**config.mk**
```make
export PLATFORM = sky130hd
export DESIGN_NAME = fifo_wr_arbiter
export DESIGN_NICKNAME = d
export VERILOG_FILES = /design/src/rtl/fifo_wr_arbiter.sv
export SDC_FILE = /design/constraint.sdc
export NUM_CORES = 1
export LEC_CHECK = 0
export CORE_MARGIN = 4
export CORE_UTILIZATION = 27
export DETAILED_ROUTE_END_ITERATION = 8
export PLACE_DENSITY = 0.8
export SETUP_SLACK_MARGIN = 0.3
export SLEW_MARGIN = 5
export SYNTH_ARGS = -nofsm -noshare
export SYNTH_HDL_FRONTEND = slang
export SYNTH_SLANG_ARGS = --single-unit
```
**constraint.sdc**
```tcl
create_clock -name clk -period 2.5 [get_ports clk]
set_input_delay 0.625 -clock clk [delete_from_list [all_inputs] [get_ports clk]]
set_output_delay 0.625 -clock clk [all_outputs]
set_load 0.03 [all_outputs]
```
**src/rtl/fifo_wr_arbiter.sv**
```systemverilog
// Round-robin arbiter sharing one FIFO write port among NUM_REQ valid/ready producers.
// Optional burst lock (up to MAX_BURST beats per grant) is enabled by defining FIFO_ARB_BURST_EN.
module fifo_wr_arbiter #(
  parameter int NUM_REQ    = 4,
  parameter int DATA_WIDTH = 8,
  parameter int MAX_BURST  = 4,
  localparam int GW        = $clog2(NUM_REQ)
) (
  input  logic                          clk,
  input  logic                          rst,
  input  logic [NUM_REQ-1:0]            req_valid,
  input  logic [NUM_REQ*DATA_WIDTH-1:0] req_data,
  output logic [NUM_REQ-1:0]            req_ready,
  output logic                          fifo_wr_en,
  output logic [DATA_WIDTH-1:0]         fifo_data_in,
  input  logic                          fifo_full,
  output logic                          grant_valid,
  output logic [GW-1:0]                 grant_id
);

  logic [GW-1:0] ptr_r;
  logic [GW-1:0] rr_winner_s;
  logic          rr_found_s;
  logic [GW:0]   cand_s;
  logic [GW-1:0] winner_s;
  logic          grant_raw_s;
  logic          accept_s;

  function automatic logic [GW-1:0] next_idx(input logic [GW-1:0] idx);
    logic [GW-1:0] nxt;
    if (idx == GW'(NUM_REQ - 1)) begin
      nxt = '0;
    end else begin
      nxt = idx + GW'(1);
    end
    return nxt;
  endfunction

  // Round-robin search starting at ptr_r; the GW+1 bit candidate never exceeds 2*NUM_REQ-2
  always_comb begin
    rr_found_s  = 1'b0;
    rr_winner_s = '0;
    cand_s      = '0;
    for (int i = 0; i < NUM_REQ; i++) begin
      cand_s = {1'b0, ptr_r} + (GW+1)'(i);
      if (cand_s >= (GW+1)'(NUM_REQ)) begin
        cand_s = cand_s - (GW+1)'(NUM_REQ);
      end else begin
        cand_s = cand_s;
      end
      if (!rr_found_s && req_valid[cand_s[GW-1:0]]) begin
        rr_found_s  = 1'b1;
        rr_winner_s = cand_s[GW-1:0];
      end else begin
        rr_found_s  = rr_found_s;
        rr_winner_s = rr_winner_s;
      end
    end
  end

`ifdef FIFO_ARB_BURST_EN
  localparam int BW = $clog2(MAX_BURST + 1);

  typedef enum logic {IDLE, LOCK} state_t;

  state_t        state_r;
  logic [GW-1:0] owner_r;
  logic [BW-1:0] beat_cnt_r;

  // While locked only the owner can be granted; otherwise use the round-robin result
  always_comb begin
    if (state_r == LOCK) begin
      winner_s    = owner_r;
      grant_raw_s = req_valid[owner_r];
    end else begin
      winner_s    = rr_winner_s;
      grant_raw_s = rr_found_s;
    end
  end

  assign accept_s = grant_raw_s & ~fifo_full;

  // Burst FSM: lock on the first accepted beat, release on MAX_BURST beats or owner drop
  always_ff @(posedge clk) begin
    if (rst) begin
      state_r    <= IDLE;
      ptr_r      <= '0;
      owner_r    <= '0;
      beat_cnt_r <= '0;
    end else begin
      case (state_r)
        IDLE: begin
          if (accept_s) begin
            if (MAX_BURST == 1) begin
              ptr_r <= next_idx(winner_s);
            end else begin
              state_r    <= LOCK;
              owner_r    <= winner_s;
              beat_cnt_r <= BW'(1);
            end
          end
        end
        LOCK: begin
          if (fifo_full) begin
            state_r <= LOCK;
          end else if (!req_valid[owner_r]) begin
            state_r    <= IDLE;
            ptr_r      <= next_idx(owner_r);
            beat_cnt_r <= '0;
          end else if (beat_cnt_r + BW'(1) == BW'(MAX_BURST)) begin
            state_r    <= IDLE;
            ptr_r      <= next_idx(owner_r);
            beat_cnt_r <= '0;
          end else begin
            beat_cnt_r <= beat_cnt_r + BW'(1);
          end
        end
        default: begin
          state_r    <= IDLE;
          beat_cnt_r <= '0;
        end
      endcase
    end
  end
`else
  assign winner_s    = rr_winner_s;
  assign grant_raw_s = rr_found_s;
  assign accept_s    = grant_raw_s & ~fifo_full;

  // Per-beat round robin: move priority just past the accepted requester
  always_ff @(posedge clk) begin
    if (rst) begin
      ptr_r <= '0;
    end else if (accept_s) begin
      ptr_r <= next_idx(winner_s);
    end else begin
      ptr_r <= ptr_r;
    end
  end
`endif

  // Zero-latency write-port and handshake outputs; reset blanks everything immediately
  always_comb begin
    grant_valid  = 1'b0;
    grant_id     = '0;
    fifo_data_in = '0;
    fifo_wr_en   = 1'b0;
    req_ready    = '0;
    if (rst) begin
      grant_valid = 1'b0;
    end else if (grant_raw_s) begin
      grant_valid  = 1'b1;
      grant_id     = winner_s;
      fifo_data_in = req_data[int'(winner_s)*DATA_WIDTH +: DATA_WIDTH];
      fifo_wr_en   = accept_s;
      if (accept_s) begin
        req_ready = NUM_REQ'(1) << winner_s;
      end else begin
        req_ready = '0;
      end
    end else begin
      grant_valid = 1'b0;
    end
  end

endmodule

```
==> flow_metrics.env, run 1 <==
export IMPL_status="did not finish"
export IMPL_failed_stage="4_1_cts"
export IMPL_toolErrorMsg="[ERROR DPL-0038] Utilization greater than 100%, impossible to legalize"
export IMPL_syn_avg_cell_area_um2=7.507
export IMPL_cts_resized=78
export IMPL_syn_inst=64
export IMPL_cts_root_buf="clkbuf_4"
export IMPL_gp_congestion=0.6828
export IMPL_ys_ff_latch=2
export IMPL_yosysWarningCount=0
export IMPL_async_reset_ff_share_pct=0
export IMPL_synth_edff_count=0
export IMPL_dp_hpwl_mm=1.916
export IMPL_row_count=14
export IMPL_synth_nets=104
export IMPL_cts_buffers=3
export IMPL_yosys_top_cells_area="mux2i_1 (33%), o22ai_1 (10%), dfxtp_1 (8.3%)"
export IMPL_cts_hold_fix_buffers=0
export IMPL_io_buffers=54
export IMPL_h_tree_depth=1
export IMPL_synth_top_area_share_pct=33.33
export IMPL_die_y_um=50.19
export IMPL_synthFlopType="dfxtp_1"
export IMPL_cts_buffer_depth=2
export IMPL_ys_seq_area_share_pct=8.333
export IMPL_cts_sinks=2
export IMPL_netlist_area_um2=480.5
export IMPL_ys_types=21
export IMPL_io_pins=55
export IMPL_die_w_um=50.19
export IMPL_yosysTopAreaCell="mux2i_1"
export IMPL_start_util_pct=30.14
export IMPL_cts_setup_buffers=4
[synthesized netlist by cell type (all sizes together) (2+ instances only)]
library cell and n:
and2 2, nor2 5, nor4 3, buf 2, a211oi 2, nand2 3
or3 2, nand2b 3, a21oi 4, inv 5, o22ai 8, dfxtp 2
mux2i 16
[kinds of logic after synthesis]
family,count (synthesis),synth area share [%]
AO/OA/AOI/OAI,16,20.31
adder cells (fa/ha/maj),1,2.604
buffers and inverters,7,10.42
flip-flops,2,8.334
multiplexers,16,33.33
AND/OR/NAND/NOR,22,25.00
[through the flow]
stage                     instance area, um2  setup WS [ns]  hold WS (ns)  util [%]  std cells
after detailed placement                1314        -0.7335        0.5331     82.42        152
after global placement                  1314        -0.6457        0.5246     82.42        152
after floorplan                        711.9       0.007559        0.4950         -         64
==> run 2, diff against run 1 <==
--- a/config.mk
+++ b/config.mk
@@ -5,11 +5,10 @@
 export SDC_FILE = /design/constraint.sdc
 export NUM_CORES = 1
 export LEC_CHECK = 0
-export CORE_MARGIN = 4
-export CORE_UTILIZATION = 27
+export CORE_AREA = 4 4 65 67
 export DETAILED_ROUTE_END_ITERATION = 8
-export PLACE_DENSITY = 0.8
-export SETUP_SLACK_MARGIN = 0.3
+export DIE_AREA = 0 0 69 71
+export PLACE_DENSITY_LB_ADDON = 0.15
 export SLEW_MARGIN = 5
 export SYNTH_ARGS = -nofsm -noshare
 export SYNTH_HDL_FRONTEND = slang
==> flow_metrics.env, run 2 <==
export IMPL_dp_hpwl_mm=1.856
export IMPL_hold_slack_ns=0.5520
export IMPL_p_sw_uw=247.0
export IMPL_path_buf_inv=3
export IMPL_die_y_um=71
export IMPL_grt_pass1_wl_mm=3.891
export IMPL_row_count=22
export IMPL_gp_congestion=0.7605
export IMPL_seqPwrFrac_pct=6.3
export IMPL_yosys_top_cells_area="mux2i_1 (33%), o22ai_1 (10%), dfxtp_1 (8.3%)"
export IMPL_cts_sinks=2
export IMPL_crit_slowest_cell="or3_4"
export IMPL_period_needed_ns=2.662
export IMPL_tightest_slew_ns=0.2962
export IMPL_synth_top_area_share_pct=33.33
export IMPL_pwr_share_clk_pct=18.6
export IMPL_path_clk_slew_ns=0.03
export IMPL_design_die_area_um2=4899
export IMPL_via_per_inst=4.133
export IMPL_yosysMostFrequentCell="mux2i_1"
export IMPL_status="finished, violations left"
export IMPL_p_sw_share_pct=37.15
export IMPL_final_common_cell="clkdlybuf4s50_1"
export IMPL_async_reset_ff_share_pct=0
export IMPL_syn_inst=64
export IMPL_grt_total_usage_pct=9.594
export IMPL_antenna_cells=0
export IMPL_netlist_area_um2=480.5
export IMPL_hold_viol_final=0
export IMPL_maxSlewHeadroom_pct=80.19
export IMPL_powerDensity_nw_per_um2=416.8
export IMPL_cp_max_fo=5
export IMPL_violations="setup timing"
export IMPL_cts_root_buf="clkbuf_8"
export IMPL_synth_nets=104
export IMPL_synth_edff_count=0
export IMPL_leakage_nw=0.6763
export IMPL_hold_class="flop to flop"
export IMPL_rsz0062_at_grt="yes"
export IMPL_syn_avg_cell_area_um2=7.507
export IMPL_clk_latency_ns=0.21
export IMPL_ir_drop_v=0.0002059
export IMPL_cts_buffers=3
export IMPL_h_tree_depth=1
export IMPL_yosysTopAreaCell="mux2i_1"
export IMPL_ys_ff_latch=2
export IMPL_min_delay_start="ptr_r[1]$_SDFFE_PP0N_"
export IMPL_io_pins=55
export IMPL_synthFlopType="dfxtp_1"
export IMPL_num_vias=777
export IMPL_ys_top_cells_by_count="mux2i_1 (16), o22ai_1 (8), inv_1 (5), nor2_1 (5), a21oi_1 (4)"
export IMPL_crit_type="primary input to primary output"
export IMPL_critical_path_arrival_ns=2.04
export IMPL_routedWlPerCell_um=14.11
export IMPL_routed_wl_mm=2.652
export IMPL_r2r_start="ptr_r[0]$_SDFFE_PP0N_"
export IMPL_slew_viol_final=0
export IMPL_yosysWarningCount=0
export IMPL_utilization_pct=43.91
export IMPL_grt_ovfl_total=0
export IMPL_crit_chain="buf_2 -> nand2b_4 -> a21oi_2 -> or3_4 -> buf_12 -> mux2i_4 -> o22ai_4 -> buf_6"
export IMPL_crit_path_start="req_valid[2]"
export IMPL_setup_viol=13
export IMPL_antenna_found_initial=0
export IMPL_combPwrFrac_pct=75.1
export IMPL_area_growth_pct=232.0
export IMPL_final_cell_mix="clkdlybuf4s50_1 (33), buf_4 (18), buf_6 (16)"
export IMPL_largest_reg_flops=2
export IMPL_fin_skew_ns=0.002314
export IMPL_drcViolationCount=0
export IMPL_drt_pre_antenna_iters=2
export IMPL_fin_crit_sh_pct=106.5
export IMPL_ys_seq_area_share_pct=8.333
export IMPL_setup_ws_ns=-0.1622
export IMPL_slowest_delay_ns=0.47
export IMPL_p_total_uw=664.8
export IMPL_timing_max_cap_violations=0
export IMPL_crit_path_start_kind="primary input"
export IMPL_detailedRoute_firstIterationViolations=15
export IMPL_cp_top_family="simple AND/OR/NAND/NOR gates"
export IMPL_die_w_um=69
export IMPL_core_area_um2=3633
export IMPL_final_nets=182
export IMPL_p_int_uw=417.9
export IMPL_fmax_ghz=0.3756
export IMPL_top_regs="ptr_r (2)"
export IMPL_drive_gt1_share_pct=55.71
export IMPL_cts_buffer_depth=2
export IMPL_io_buffers=54
export IMPL_grt_pass1_vias=805
export IMPL_required_ns=1.88
export IMPL_ys_types=21
export IMPL_worstSetupEndpointType="primary output"
export IMPL_final_antenna_net_count=0
export IMPL_top_register="ptr_r"
export IMPL_cts_tree="done"
export IMPL_dp_slack_ns=-0.6030
export IMPL_start_util_pct=13.22
export IMPL_grt_start_max_net_pins=9
run 2: cell counts after synthesis:
Identical to the previous run, type by type.
run 2: cell type report:
class / instances / area [um2]
Fill cell: 356 / 2038
Timing Repair Buffer: 75 / 789.5
Multi-Input combinational cell: 55 / 643.1
Sequential cell: 2 / 40.04
Tap cell: 48 / 60.06
Clock buffer: 3 / 41.29
Inverter: 5 / 21.27
run 2: layer usage:
| metal | up-vias | wire length (um) | GRT usage (%) |
|---|---|---|---|
| met5 | - | 0 | 0 |
| met2 | 30 | 1432 | 17.80 |
| met3 | 0 | 135 | 1.847 |
| met4 | 0 | 0 | 2.603 |
| met1 | 354 | 1084 | 11.18 |
| li1 | 393 | - | - |
run 2: worst register-to-register path, stage by stage (launching register included):
cell      delay [ns]
dfxtp_1         0.43
nand2b_1        0.18
a21oi_2         0.08
or3_4           0.47
buf_12          0.18
inv_2           0.06
ha_4            0.19
nand2_1         0.05
a21oi_1         0.05
run 2: cells by family after synthesis:
family,Yosys count,synth area share [%]
compound gates,16,20.31
fa+ha+maj,1,2.604
buf+inv,7,10.42
flops,2,8.334
mux,16,33.33
simple gates,22,25.00
run 2: through the flow:
step / setup TNS, ns / area [um2] / cells
2_1_floorplan: -0.1951 / 570.5 / 64
3_5_place_dp: -7.743 / 1257 / 180
5_1_grt: -2.298 / 1595 / 188
4_1_cts: -1.703 / 1478 / 186
3_3_place_gp: -7.467 / 1257 / 180
6_report: -1.504 / 1595 / 188
run 2: worst paths after layout:
check        depth (start not counted)  slack [ns]                     to
max                                  8       -0.16        fifo_data_in[2]
min                                  2        0.55  ptr_r[1]$_SDFFE_PP0N_
max reg2reg                          8        0.70  ptr_r[1]$_SDFFE_PP0N_
min reg2reg                          2        0.55  ptr_r[1]$_SDFFE_PP0N_
run 2: power groups by stage:
stage          clock (mW)  combinational [mW]  sequential, mW
2_1_floorplan           0               0.209          0.0389
3_3_place_gp            0               0.367          0.0405
3_5_place_dp            0               0.370          0.0406
4_1_cts             0.128               0.459          0.0405
5_1_grt             0.128               0.525          0.0422
6_report            0.124               0.499          0.0418
run 2: what timing repair did:
| item | 4_1_cts | 5_1_grt |
|---|---|---|
| hold buffers | 0 | 0 |
| endpoints found under the setup margin | 16 | 16 |
| gates cloned | 2 | 0 |
| hold endpoints to repair | 0 | 0 |
| pin swaps | 9 | 8 |
| buffers inserted | 2 | 3 |
| resized for setup | 50 | 23 |
No activity file was read; power rests on OpenSTA's default activity.
==> run 3, diff against run 2 <==
--- a/config.mk
+++ b/config.mk
@@ -6,9 +6,11 @@
 export NUM_CORES = 1
 export LEC_CHECK = 0
 export CORE_AREA = 4 4 65 67
+export CTS_BUF_LIST = sky130_fd_sc_hd__clkbuf_2
 export DETAILED_ROUTE_END_ITERATION = 8
 export DIE_AREA = 0 0 69 71
 export PLACE_DENSITY_LB_ADDON = 0.15
+export RECOVER_POWER = 50
 export SLEW_MARGIN = 5
 export SYNTH_ARGS = -nofsm -noshare
 export SYNTH_HDL_FRONTEND = slang
==> flow_metrics.env, run 3 (synthesis results as in run 2) <==
export IMPL_grt_pass1_vias=827
export IMPL_final_nets=180
export IMPL_path_buf_inv=3
export IMPL_grt_start_max_net_pins=9
export IMPL_grt_total_usage_pct=9.888
export IMPL_cts_tree="done"
export IMPL_hold_viol_final=0
export IMPL_powerDensity_nw_per_um2=374.7
export IMPL_die_y_um=71
export IMPL_ir_drop_v=0.0001403
export IMPL_largest_reg_flops=2
export IMPL_num_vias=778
export IMPL_final_common_cell="clkdlybuf4s50_1"
export IMPL_via_per_inst=4.183
export IMPL_dp_hpwl_mm=1.856
export IMPL_leakage_nw=0.6479
export IMPL_fmax_ghz=0.3754
export IMPL_maxSlewHeadroom_pct=79.93
export IMPL_cp_max_fo=5
export IMPL_area_growth_pct=216.4
export IMPL_final_antenna_net_count=0
export IMPL_cp_top_family="simple AND/OR/NAND/NOR gates"
export IMPL_fin_skew_ns=0.001856
export IMPL_finalSetupTns_ns=-1.375
export IMPL_grt_pass1_wl_mm=4.002
export IMPL_cts_hold_fix_buffers=0
export IMPL_placed_area_um2=1257
export IMPL_utilization_pct=41.84
export IMPL_core_area_um2=3633
export IMPL_fin_area_um2=1520
export IMPL_period_needed_ns=2.664
export IMPL_critical_path_arrival_ns=2.04
export IMPL_routed_wl_mm=2.597
export IMPL_top_register="ptr_r"
export IMPL_violations="setup timing"
export IMPL_routedWlPerCell_um=13.96
export IMPL_slew_viol_final=0
export IMPL_cts_sinks=2
export IMPL_io_buffers=54
export IMPL_top_regs="ptr_r (2)"
export IMPL_cts_buffers=3
export IMPL_worstSetupEndpointType="primary output"
export IMPL_hold_class="flop to flop"
export IMPL_path_clk_slew_ns=0.03
export IMPL_cts_root_buf="clkbuf_2"
export IMPL_final_cell_mix="clkdlybuf4s50_1 (32), buf_4 (19), buf_6 (14)"
export IMPL_design_die_area_um2=4899
export IMPL_h_tree_depth=1
export IMPL_detailedRoute_firstIterationViolations=17
export IMPL_dp_cells=180
export IMPL_tightest_slew_ns=0.3000
export IMPL_drcViolationCount=0
export IMPL_cts_buffer_depth=2
export IMPL_slowest_delay_ns=0.44
export IMPL_setup_viol=11
export IMPL_drt_pre_antenna_iters=4
export IMPL_crit_type="primary input to primary output"
export IMPL_antenna_cells=0
export IMPL_drive_gt1_share_pct=54.35
export IMPL_fin_crit_sh_pct=106.6
export IMPL_die_w_um=69
export IMPL_stdcell_count=186
export IMPL_setup_ws_ns=-0.1641
export IMPL_crit_path_frequent_cell="buf_6"
export IMPL_gp_congestion=0.7605
export IMPL_required_ns=1.88
export IMPL_io_pins=55
export IMPL_crit_path_start_kind="primary input"
export IMPL_status="finished, violations left"
export IMPL_p_total_uw=569.6
export IMPL_row_count=22
export IMPL_timing_max_cap_violations=0
export IMPL_start_util_pct=13.22
export IMPL_clk_latency_ns=0.19
export IMPL_grt_ovfl_total=0
export IMPL_crit_chain="buf_6 -> or2b_1 -> a21boi_2 -> or3_4 -> buf_12 -> mux2i_4 -> o22ai_4 -> buf_6"
export IMPL_antenna_found_initial=0
export IMPL_crit_slowest_cell="or3_4"
export IMPL_rsz0062_at_grt="yes"
## run 3: worst paths after layout
check                          end  slack, ns                  start  cells past startpoint
max                fifo_data_in[2]      -0.16           req_valid[0]                      8
min          ptr_r[1]$_SDFFE_PP0N_       0.56  ptr_r[1]$_SDFFE_PP0N_                      2
max reg2reg  ptr_r[1]$_SDFFE_PP0N_       0.69  ptr_r[0]$_SDFFE_PP0N_                      8
min reg2reg  ptr_r[1]$_SDFFE_PP0N_       0.56  ptr_r[1]$_SDFFE_PP0N_                      2
## run 3: metrics by stage
step           hold slack, ns  setup slack, ns
2_1_floorplan          0.4821         -0.04216
3_3_place_gp           0.5211          -0.5787
3_5_place_dp           0.5178          -0.6030
4_1_cts                0.5385          -0.2058
5_1_grt                0.5869          -0.2127
6_report               0.5586          -0.1641
## run 3: per-layer routing
metal  part of all wire [%]  wire length (um)  GRT usage (%)
met1                     41              1077          11.34
met2                     53              1379          18.33
met3                    5.4               140          1.847
met4                      0                 0          3.254
met5                      0                 0              0
## run 3: where the power goes
part / switching, mW / internal [mW]
logic: 0.212 / 0.267
clock network: 0.0177 / 0.0318
registers: 0.00556 / 0.0358
total: 0.235 / 0.335
## run 3: tightest hold or removal path, delay by kind of cell, from the launching register on
family / cells / cell delay, ns
AOI/OAI and AO/OA: 2 / 0.15
DFF: 1 / 0.35
## run 3: area by class of cell
cell class,instances,area [um2]
clock buffers,3,15.01
fillers,366,2113
well taps,48,60.06
multi-input cells,55,624.3
repair buffers,73,759.5
inverters,5,21.27
flip-flops and latches,2,40.04
## run 3: repair_timing
action | 4_1_cts | 5_1_grt
gates cloned | 2 | 0
endpoints found under the setup margin | 16 | 16
pin swaps | 11 | 3
setup buffers | 2 | 0
resized for setup | 51 | 15
